===== config.mk =====
export PLATFORM = sky130hd
export DESIGN_NAME = fir_iq_mac_sched
export DESIGN_NICKNAME = d
export VERILOG_FILES = /design/src/rtl/fir_sched_pkg.sv /design/src/rtl/fir_sched_chan_front.sv /design/src/rtl/fir_iq_mac_sched.sv
export SDC_FILE = /design/constraint.sdc
export NUM_CORES = 1
export LEC_CHECK = 0
export BUFFER_PORTS_ARGS = -buffer_cell sky130_fd_sc_hd__buf_2
export CAP_MARGIN = 20
export CORE_MARGIN = 3
export CORE_UTILIZATION = 40
export DETAILED_ROUTE_END_ITERATION = 8
export PLACE_DENSITY = 0.64
export SKIP_LAST_GASP = 1
export SLEW_MARGIN = 25
export SYNTH_ARGS = -nofsm -noshare
export SYNTH_HDL_FRONTEND = slang
export SYNTH_SLANG_ARGS = --single-unit

===== constraint.sdc =====
create_clock -name clk -period 2.3 [get_ports clk]
set_clock_uncertainty 0.1 [all_clocks]
set_input_delay 0.46 -clock clk [delete_from_list [all_inputs] [get_ports clk]]
set_output_delay 0.46 -clock clk [all_outputs]
set_load 0.02 [all_outputs]

===== src/rtl/fir_sched_pkg.sv =====
// Shared types and constants for the I/Q FIR MAC scheduler.
// Also holds the overrun counter helper used when FIR_SCHED_OVF_CNT_EN is defined.
package fir_sched_pkg;
  localparam int W_DIN = 16;
  localparam int W_RES = 32;
  localparam logic CH_I = 1'b0;
  localparam logic CH_Q = 1'b1;

  typedef enum logic [1:0] {IDLE, ISSUE, WAIT} sched_state_e;

  // Saturating overrun count. A clear and an increment in the same cycle
  // leave a count of one, so the new event is not lost.
  function automatic logic [15:0] ovf_cnt_next(input logic [15:0] c, input logic inc,
                                               input logic clr);
    if (clr) return {15'd0, inc};
    if (inc && (c != 16'hFFFF)) return c + 16'd1;
    return c;
  endfunction
endpackage


===== src/rtl/fir_sched_chan_front.sv =====
// Per-channel front end: decimation phase counter, trigger sample buffer,
// pending flag and overrun detection for one of the I/Q channels.
module fir_sched_chan_front
  import fir_sched_pkg::*;
#(
  parameter int R = 2
) (
  input  logic             clk,
  input  logic             rst_n,
  input  logic [W_DIN-1:0] din_i,
  input  logic             din_val_i,
  input  logic             clr_i,
  output logic             pend_o,
  output logic [W_DIN-1:0] buf_o,
  output logic             ovf_evt_o
);
  localparam int CW = (R > 1) ? $clog2(R) : 1;
  localparam logic [CW-1:0] CNT_MAX = CW'(R - 1);

  logic [CW-1:0]    cnt_q, cnt_d;
  logic             pend_q, pend_d;
  logic [W_DIN-1:0] buf_q, buf_d;
  logic             trig;

  // A trigger coinciding with the issue clear re-arms pend and is not an overrun.
  always_comb begin
    trig   = din_val_i && (cnt_q == CNT_MAX);
    cnt_d  = cnt_q;
    if (din_val_i) cnt_d = trig ? '0 : cnt_q + 1'b1;
    buf_d     = trig ? din_i : buf_q;
    pend_d    = trig | (pend_q & ~clr_i);
    ovf_evt_o = trig & pend_q & ~clr_i;
  end

  always_ff @(posedge clk or negedge rst_n) begin
    if (!rst_n) begin
      cnt_q  <= '0;
      pend_q <= 1'b0;
      buf_q  <= '0;
    end else begin
      cnt_q  <= cnt_d;
      pend_q <= pend_d;
      buf_q  <= buf_d;
    end
  end

  assign pend_o = pend_q;
  assign buf_o  = buf_q;
endmodule


===== src/rtl/fir_iq_mac_sched.sv =====
// Round-robin scheduler sharing one FIR MAC engine between I and Q channels.
// Define FIR_SCHED_OVF_CNT_EN to add saturating per-channel overrun counters.
module fir_iq_mac_sched
  import fir_sched_pkg::*;
#(
  parameter int R          = 2,
  parameter int TMO_CYCLES = 63
) (
  input  logic             clk,
  input  logic             rst_n,
  input  logic [W_DIN-1:0] din_i,
  input  logic             din_i_val,
  input  logic [W_DIN-1:0] din_q,
  input  logic             din_q_val,
  output logic             eng_start,
  output logic             eng_ch,
  output logic [W_DIN-1:0] eng_din,
  input  logic             eng_done,
  input  logic [W_RES-1:0] eng_result,
  output logic [W_RES-1:0] dout_i,
  output logic             dout_i_val,
  output logic [W_RES-1:0] dout_q,
  output logic             dout_q_val,
  input  logic             clr_err,
  output logic             ovf_i,
  output logic             ovf_q,
  output logic             tmo
`ifdef FIR_SCHED_OVF_CNT_EN
  ,
  output logic [15:0]      ovf_cnt_i,
  output logic [15:0]      ovf_cnt_q
`endif
);
  localparam int WDW = $clog2(TMO_CYCLES + 1);
  localparam logic [WDW-1:0] TMO_MAX = WDW'(TMO_CYCLES - 1);

  sched_state_e     state_q, state_d;
  logic             grant_q, grant_d;
  logic             last_grant_q, last_grant_d;
  logic [WDW-1:0]   wdog_q, wdog_d;
  logic [W_DIN-1:0] eng_din_q, eng_din_d;
  logic [W_RES-1:0] dout_i_q, dout_i_d, dout_q_q, dout_q_d;
  logic             dout_i_val_q, dout_i_val_d, dout_q_val_q, dout_q_val_d;
  logic             ovf_i_q, ovf_q_q, tmo_q, tmo_set;

  logic             ich_pend, qch_pend, ich_ovf, qch_ovf, ich_clr, qch_clr;
  logic [W_DIN-1:0] ich_buf, qch_buf, sel_buf;

  assign ich_clr = (state_q == ISSUE) && (grant_q == CH_I);
  assign qch_clr = (state_q == ISSUE) && (grant_q == CH_Q);
  assign sel_buf = (grant_q == CH_Q) ? qch_buf : ich_buf;

  fir_sched_chan_front #(.R(R)) u_front_i (
    .clk(clk), .rst_n(rst_n), .din_i(din_i), .din_val_i(din_i_val), .clr_i(ich_clr),
    .pend_o(ich_pend), .buf_o(ich_buf), .ovf_evt_o(ich_ovf)
  );

  fir_sched_chan_front #(.R(R)) u_front_q (
    .clk(clk), .rst_n(rst_n), .din_i(din_q), .din_val_i(din_q_val), .clr_i(qch_clr),
    .pend_o(qch_pend), .buf_o(qch_buf), .ovf_evt_o(qch_ovf)
  );

  always_comb begin
    state_d      = state_q;
    grant_d      = grant_q;
    last_grant_d = last_grant_q;
    wdog_d       = wdog_q;
    eng_din_d    = eng_din_q;
    dout_i_d     = dout_i_q;
    dout_q_d     = dout_q_q;
    dout_i_val_d = 1'b0;
    dout_q_val_d = 1'b0;
    tmo_set      = 1'b0;
    case (state_q)
      IDLE: begin
        tmo_set = eng_done;
        if (ich_pend || qch_pend) begin
          if (ich_pend && qch_pend) grant_d = ~last_grant_q;
          else                      grant_d = qch_pend ? CH_Q : CH_I;
          state_d = ISSUE;
        end
      end
      ISSUE: begin
        tmo_set   = eng_done;
        eng_din_d = sel_buf;
        wdog_d    = WDW'(1);
        state_d   = WAIT;
      end
      WAIT: begin
        // A completion in the final watchdog cycle is still accepted.
        if (eng_done) begin
          if (grant_q == CH_I) begin
            dout_i_d     = eng_result;
            dout_i_val_d = 1'b1;
          end else begin
            dout_q_d     = eng_result;
            dout_q_val_d = 1'b1;
          end
          last_grant_d = grant_q;
          state_d      = IDLE;
        end else if (wdog_q == TMO_MAX) begin
          tmo_set = 1'b1;
          state_d = IDLE;
        end else begin
          wdog_d = wdog_q + 1'b1;
        end
      end
      default: state_d = IDLE;
    endcase
  end

  always_ff @(posedge clk or negedge rst_n) begin
    if (!rst_n) begin
      state_q      <= IDLE;
      grant_q      <= CH_I;
      last_grant_q <= CH_Q;
      wdog_q       <= '0;
      eng_din_q    <= '0;
      dout_i_q     <= '0;
      dout_q_q     <= '0;
      dout_i_val_q <= 1'b0;
      dout_q_val_q <= 1'b0;
      ovf_i_q      <= 1'b0;
      ovf_q_q      <= 1'b0;
      tmo_q        <= 1'b0;
    end else begin
      state_q      <= state_d;
      grant_q      <= grant_d;
      last_grant_q <= last_grant_d;
      wdog_q       <= wdog_d;
      eng_din_q    <= eng_din_d;
      dout_i_q     <= dout_i_d;
      dout_q_q     <= dout_q_d;
      dout_i_val_q <= dout_i_val_d;
      dout_q_val_q <= dout_q_val_d;
      ovf_i_q      <= ich_ovf | (ovf_i_q & ~clr_err);
      ovf_q_q      <= qch_ovf | (ovf_q_q & ~clr_err);
      tmo_q        <= tmo_set | (tmo_q & ~clr_err);
    end
  end

  assign eng_start  = (state_q == ISSUE);
  assign eng_ch     = grant_q;
  assign eng_din    = (state_q == ISSUE) ? sel_buf : eng_din_q;
  assign dout_i     = dout_i_q;
  assign dout_q     = dout_q_q;
  assign dout_i_val = dout_i_val_q;
  assign dout_q_val = dout_q_val_q;
  assign ovf_i      = ovf_i_q;
  assign ovf_q      = ovf_q_q;
  assign tmo        = tmo_q;

`ifdef FIR_SCHED_OVF_CNT_EN
  logic [15:0] ovf_cnt_i_q, ovf_cnt_q_q;

  always_ff @(posedge clk or negedge rst_n) begin
    if (!rst_n) begin
      ovf_cnt_i_q <= '0;
      ovf_cnt_q_q <= '0;
    end else begin
      ovf_cnt_i_q <= ovf_cnt_next(ovf_cnt_i_q, ich_ovf, clr_err);
      ovf_cnt_q_q <= ovf_cnt_next(ovf_cnt_q_q, qch_ovf, clr_err);
    end
  end

  assign ovf_cnt_i = ovf_cnt_i_q;
  assign ovf_cnt_q = ovf_cnt_q_q;
`endif
endmodule


==> impl_metrics.csv <==
group,metric,value,unit
run_status,status,"completed",
drt,via_count,3513,
grt,grt_pass1_wl,18.7,mm
logic_synthesis,ys_ff_latch,131,
drt,initialDrtViolationCount,174,
power,ir_drop,1120,uV
die,die_w,122,um
die,io_pins,157,
clocking,cts_tree,"done",
setup_path,cpPeakStageDelay,340,ps
cells_and_area,area_growth,32.8,%
setup_path,crit_buf_inv,3,
logic_synthesis,synth_edf_count,0,
logic_synthesis,synth_cells,367,
grt,antenna_found_initial,1,
worst_hold_path,hp-start,"din_i_val",
setup_path,start_kind,"flop",
power,switching_share,0.361,
setup_path,crit_type,"flop to primary output",
clocking,cts_buffers,17,
clocking,clock-root-buffer,"clkbuf_16",
power,power.switching,4150,uW
cells_and_area,final_common_cell,"buf_2",
timing,finalCriticalPeriod,2240,ps
logic_synthesis,yosysSeqAreaShare,0.607,
setup_path,cp_num_cells,5,
grt,grtUsageTotal,0.164,
timing,rsz0062_at_grt,"true",
timing,setup_violations,0,
timing,drv_slew,0,
timing,hold_violations,0,
setup_path,end_kind,"primary output",
grt,grt_max_degree,42,
clocking,clock-sinks,131,
clocking,clock_latency,410,ps
setup_path,r2r_slack,250,ps
place,place_hpwl,8.24,mm
drt,drc,0,
drt,wl_per_cell,16.3,um
setup_path,slowest_stage,"dfrtp_1",
setup_path,cp_top_family,"buffers and inverters",
worst_hold_path,worstHoldPathType,"input pin to flop",
die,row_count,41,
power,pwr-share-seq,0.344,
power,total_leakage_power,0.00359,uW
logic_synthesis,yosysUniqueCellTypes,37,
power,power.share.clock,0.218,
timing,whs,144,ps
logic_synthesis,synth.avg_cell_area,14.7,um2
logic_synthesis,syn-num-nets,444,
cells_and_area,drive_above_1_share,0.587,
timing,relSlewSlack,0.614,
clocking,cts_htree_levels,4,
grt,globalRouteOverflowTotal,0,
grt,grt_pass1_vias,3667,
place,portBuffers,156,
cells_and_area,final_cell_mix,"139 x buf_2, 130 x dfrtp_1, 69 x mux2_2",
worst_hold_path,hold_depth,2,
setup_path,crit_arrival,1680,ps
logic_synthesis,ys_warn_count,0,
job,maxCapViolCount,0,
logic_synthesis,async_flop_share,1.00,
timing,max_freq,447,MHz
logic_synthesis,synth-main-ff-cell,"dfrtp_1",
clocking,clk_pin_slew,50,ps
place,place_congestion,0.765,
setup_path,r2r-end,"dout_i[23]$_DFFE_PN0P_",
timing,tightest_slew,579,ps
drt,first_pass_iters,4,
setup_path,reg2reg_depth,7,
cells_and_area,nets,620,
drt,ant_nets,0,
die,start_util,0.418,
drt,viasPerCell,4.84,
setup_path,required,1740,ps
logic_synthesis,netlist_area,5400,um2
setup_path,crit_chain,"inv_1, ha_4, bufbuf_16, a21oi_2, buf_4",
drt,routed_wl,11.9,mm
cells_and_area,design_area,7180,um2
power,p_int,7370,uW
die,coreArea,12900,um2
timing,period_share,0.972,
power,powerDensity,1610,nW/um2
setup_path,rr_startpoint,"state_q[0]$_DFFE_PN0P_",
die,die-area,14900,um2
die,die_h,122,um
setup_path,path_max_fanout,17,
place,place_area,6430,um2
clocking,clockBufferDepth,2,
cells_and_area,diodes,0,
power,combPwrFrac,0.438,
worst_hold_path,min_to,"u_front_i.cnt_q$_DFFE_PN0P_",
-- worst max path at each step --
| stage | startpoint | to |
|---|---|---|
| global placement | state_q[0]$_DFFE_PN0P_ | dout_i[6]$_DFFE_PN0P_ |
| finish | state_q[1]$_DFFE_PN0P_ | eng_din[4] |
| floorplan | state_q[1]$_DFFE_PN0P_ | eng_din[0] |
| CTS | state_q[1]$_DFFE_PN0P_ | eng_din[1] |
| detailed placement | state_q[0]$_DFFE_PN0P_ | dout_i[12]$_DFFE_PN0P_ |
| global route | state_q[1]$_DFFE_PN0P_ | eng_din[4] |
-- logic make-up (layout without fill, tap and decap cells) --
group / count (synthesis) / in the layout / share of synthesized area
buffers and inverters: 29 / 216 / 0.0326
and+or+nand+nor: 46 / 46 / 0.0419
DFF: 131 / 131 / 0.607
AOI/OAI and AO/OA: 37 / 37 / 0.0433
muxes: 115 / 115 / 0.256
adders and majority gates: 7 / 7 / 0.0162
xor gates and xnor gates: 2 / 2 / 0.00324
-- through the flow --
stage / setup WS, ps / power, uW / TNS [ps] / cells / util
detailed placement: 366 / 8580 / 0 / 692 / 0.497
global route: -9.11 / 12200 / -15.9 / 726 / 0.555
global placement: 378 / 8450 / 0 / 692 / 0.497
CTS: 30.9 / 11600 / 0 / 726 / 0.553
finish: 64.2 / 11500 / 0 / 726 / 0.555
floorplan: 5.44 / 7050 / 0 / 367 / -
-- worst reg2reg max path, cell delays in order, from the launching register on --
cell and delay [ps]:
dfrtp_1 410, buf_4 160, inv_1 70, ha_1 220, nand2_2 70, or2_2 300
buf_4 250, mux2_4 340
-- layout make-up --
class                           count  area [um2]
Sequential cell                   131        3280
Inverter                           11        41.3
Multi-Input combinational cell    207        2040
Tap cell                          172         215
Fill cell                        1097        5750
Clock buffer                       26         509
Clock inverter                      4        47.5
Timing Repair Buffer              175        1050
-- flip-flops by register name, summed over array words and instances (netlist names), 2 cells and up --
signal and cells:
state_q 2, dout_i 32, dout_q 32, u_front_q.buf_o 16, eng_din_q 16, u_front_i.buf_o 16, wdog_q 6
-- power groups by stage --
| stage | Clock, uW | Sequential (uW) | Combinational, uW |
|---|---|---|---|
| 2_1_floorplan | 0 | 4660 | 2390 |
| 3_3_place_gp | 0 | 3950 | 4500 |
| 3_5_place_dp | 0 | 4010 | 4570 |
| 4_1_cts | 2590 | 3970 | 5010 |
| 5_1_grt | 2700 | 4090 | 5420 |
| 6_report | 2510 | 3960 | 5050 |
-- Yosys cell counts, types with 2 or more instances --
cell type | number | share of area
dfrtp_1 | 130 | 0.60
mux2_2 | 69 | 0.14
mux2_4 | 29 | 0.081
a21oi_1 | 23 | 0.021
nor2_1 | 18 | 0.013
mux2i_1 | 17 | 0.031
nand2_1 | 13 | 0.0090
inv_1 | 11 | 0.0076
buf_2 | 9 | 0.0083
ha_1 | 7 | 0.016
clkbuf_1 | 5 | 0.0035
o22ai_1 | 4 | 0.0046
buf_12 | 3 | 0.011
and4b_2 | 2 | 0.0042
nand3_1 | 2 | 0.0019
nor2b_1 | 2 | 0.0023
o21ai_0 | 2 | 0.0019
xor2_1 | 2 | 0.0032
-- metal layers --
| layer | up-vias | GRT usage | wire, um |
|---|---|---|---|
| met3 | 12 | 0.0622 | 1010 |
| met2 | 136 | 0.249 | 5330 |
| met5 | - | 0 | 13 |
| met4 | 2 | 0.0630 | 147 |
| li1 | 1640 | - | - |
| met1 | 1723 | 0.213 | 5350 |
-- timing repair --
| item | 4_1_cts | 5_1_grt |
|---|---|---|
| setup endpoints to repair | 16 | 7 |
| setup buffers | 2 | 0 |
| gates resized for setup | 30 | 7 |
| hold buffers | 1 | 0 |
| cloned | 1 | 0 |
| hold endpoints to repair | 35 | 0 |
Note: power is estimated with default switching activity, not from simulation.
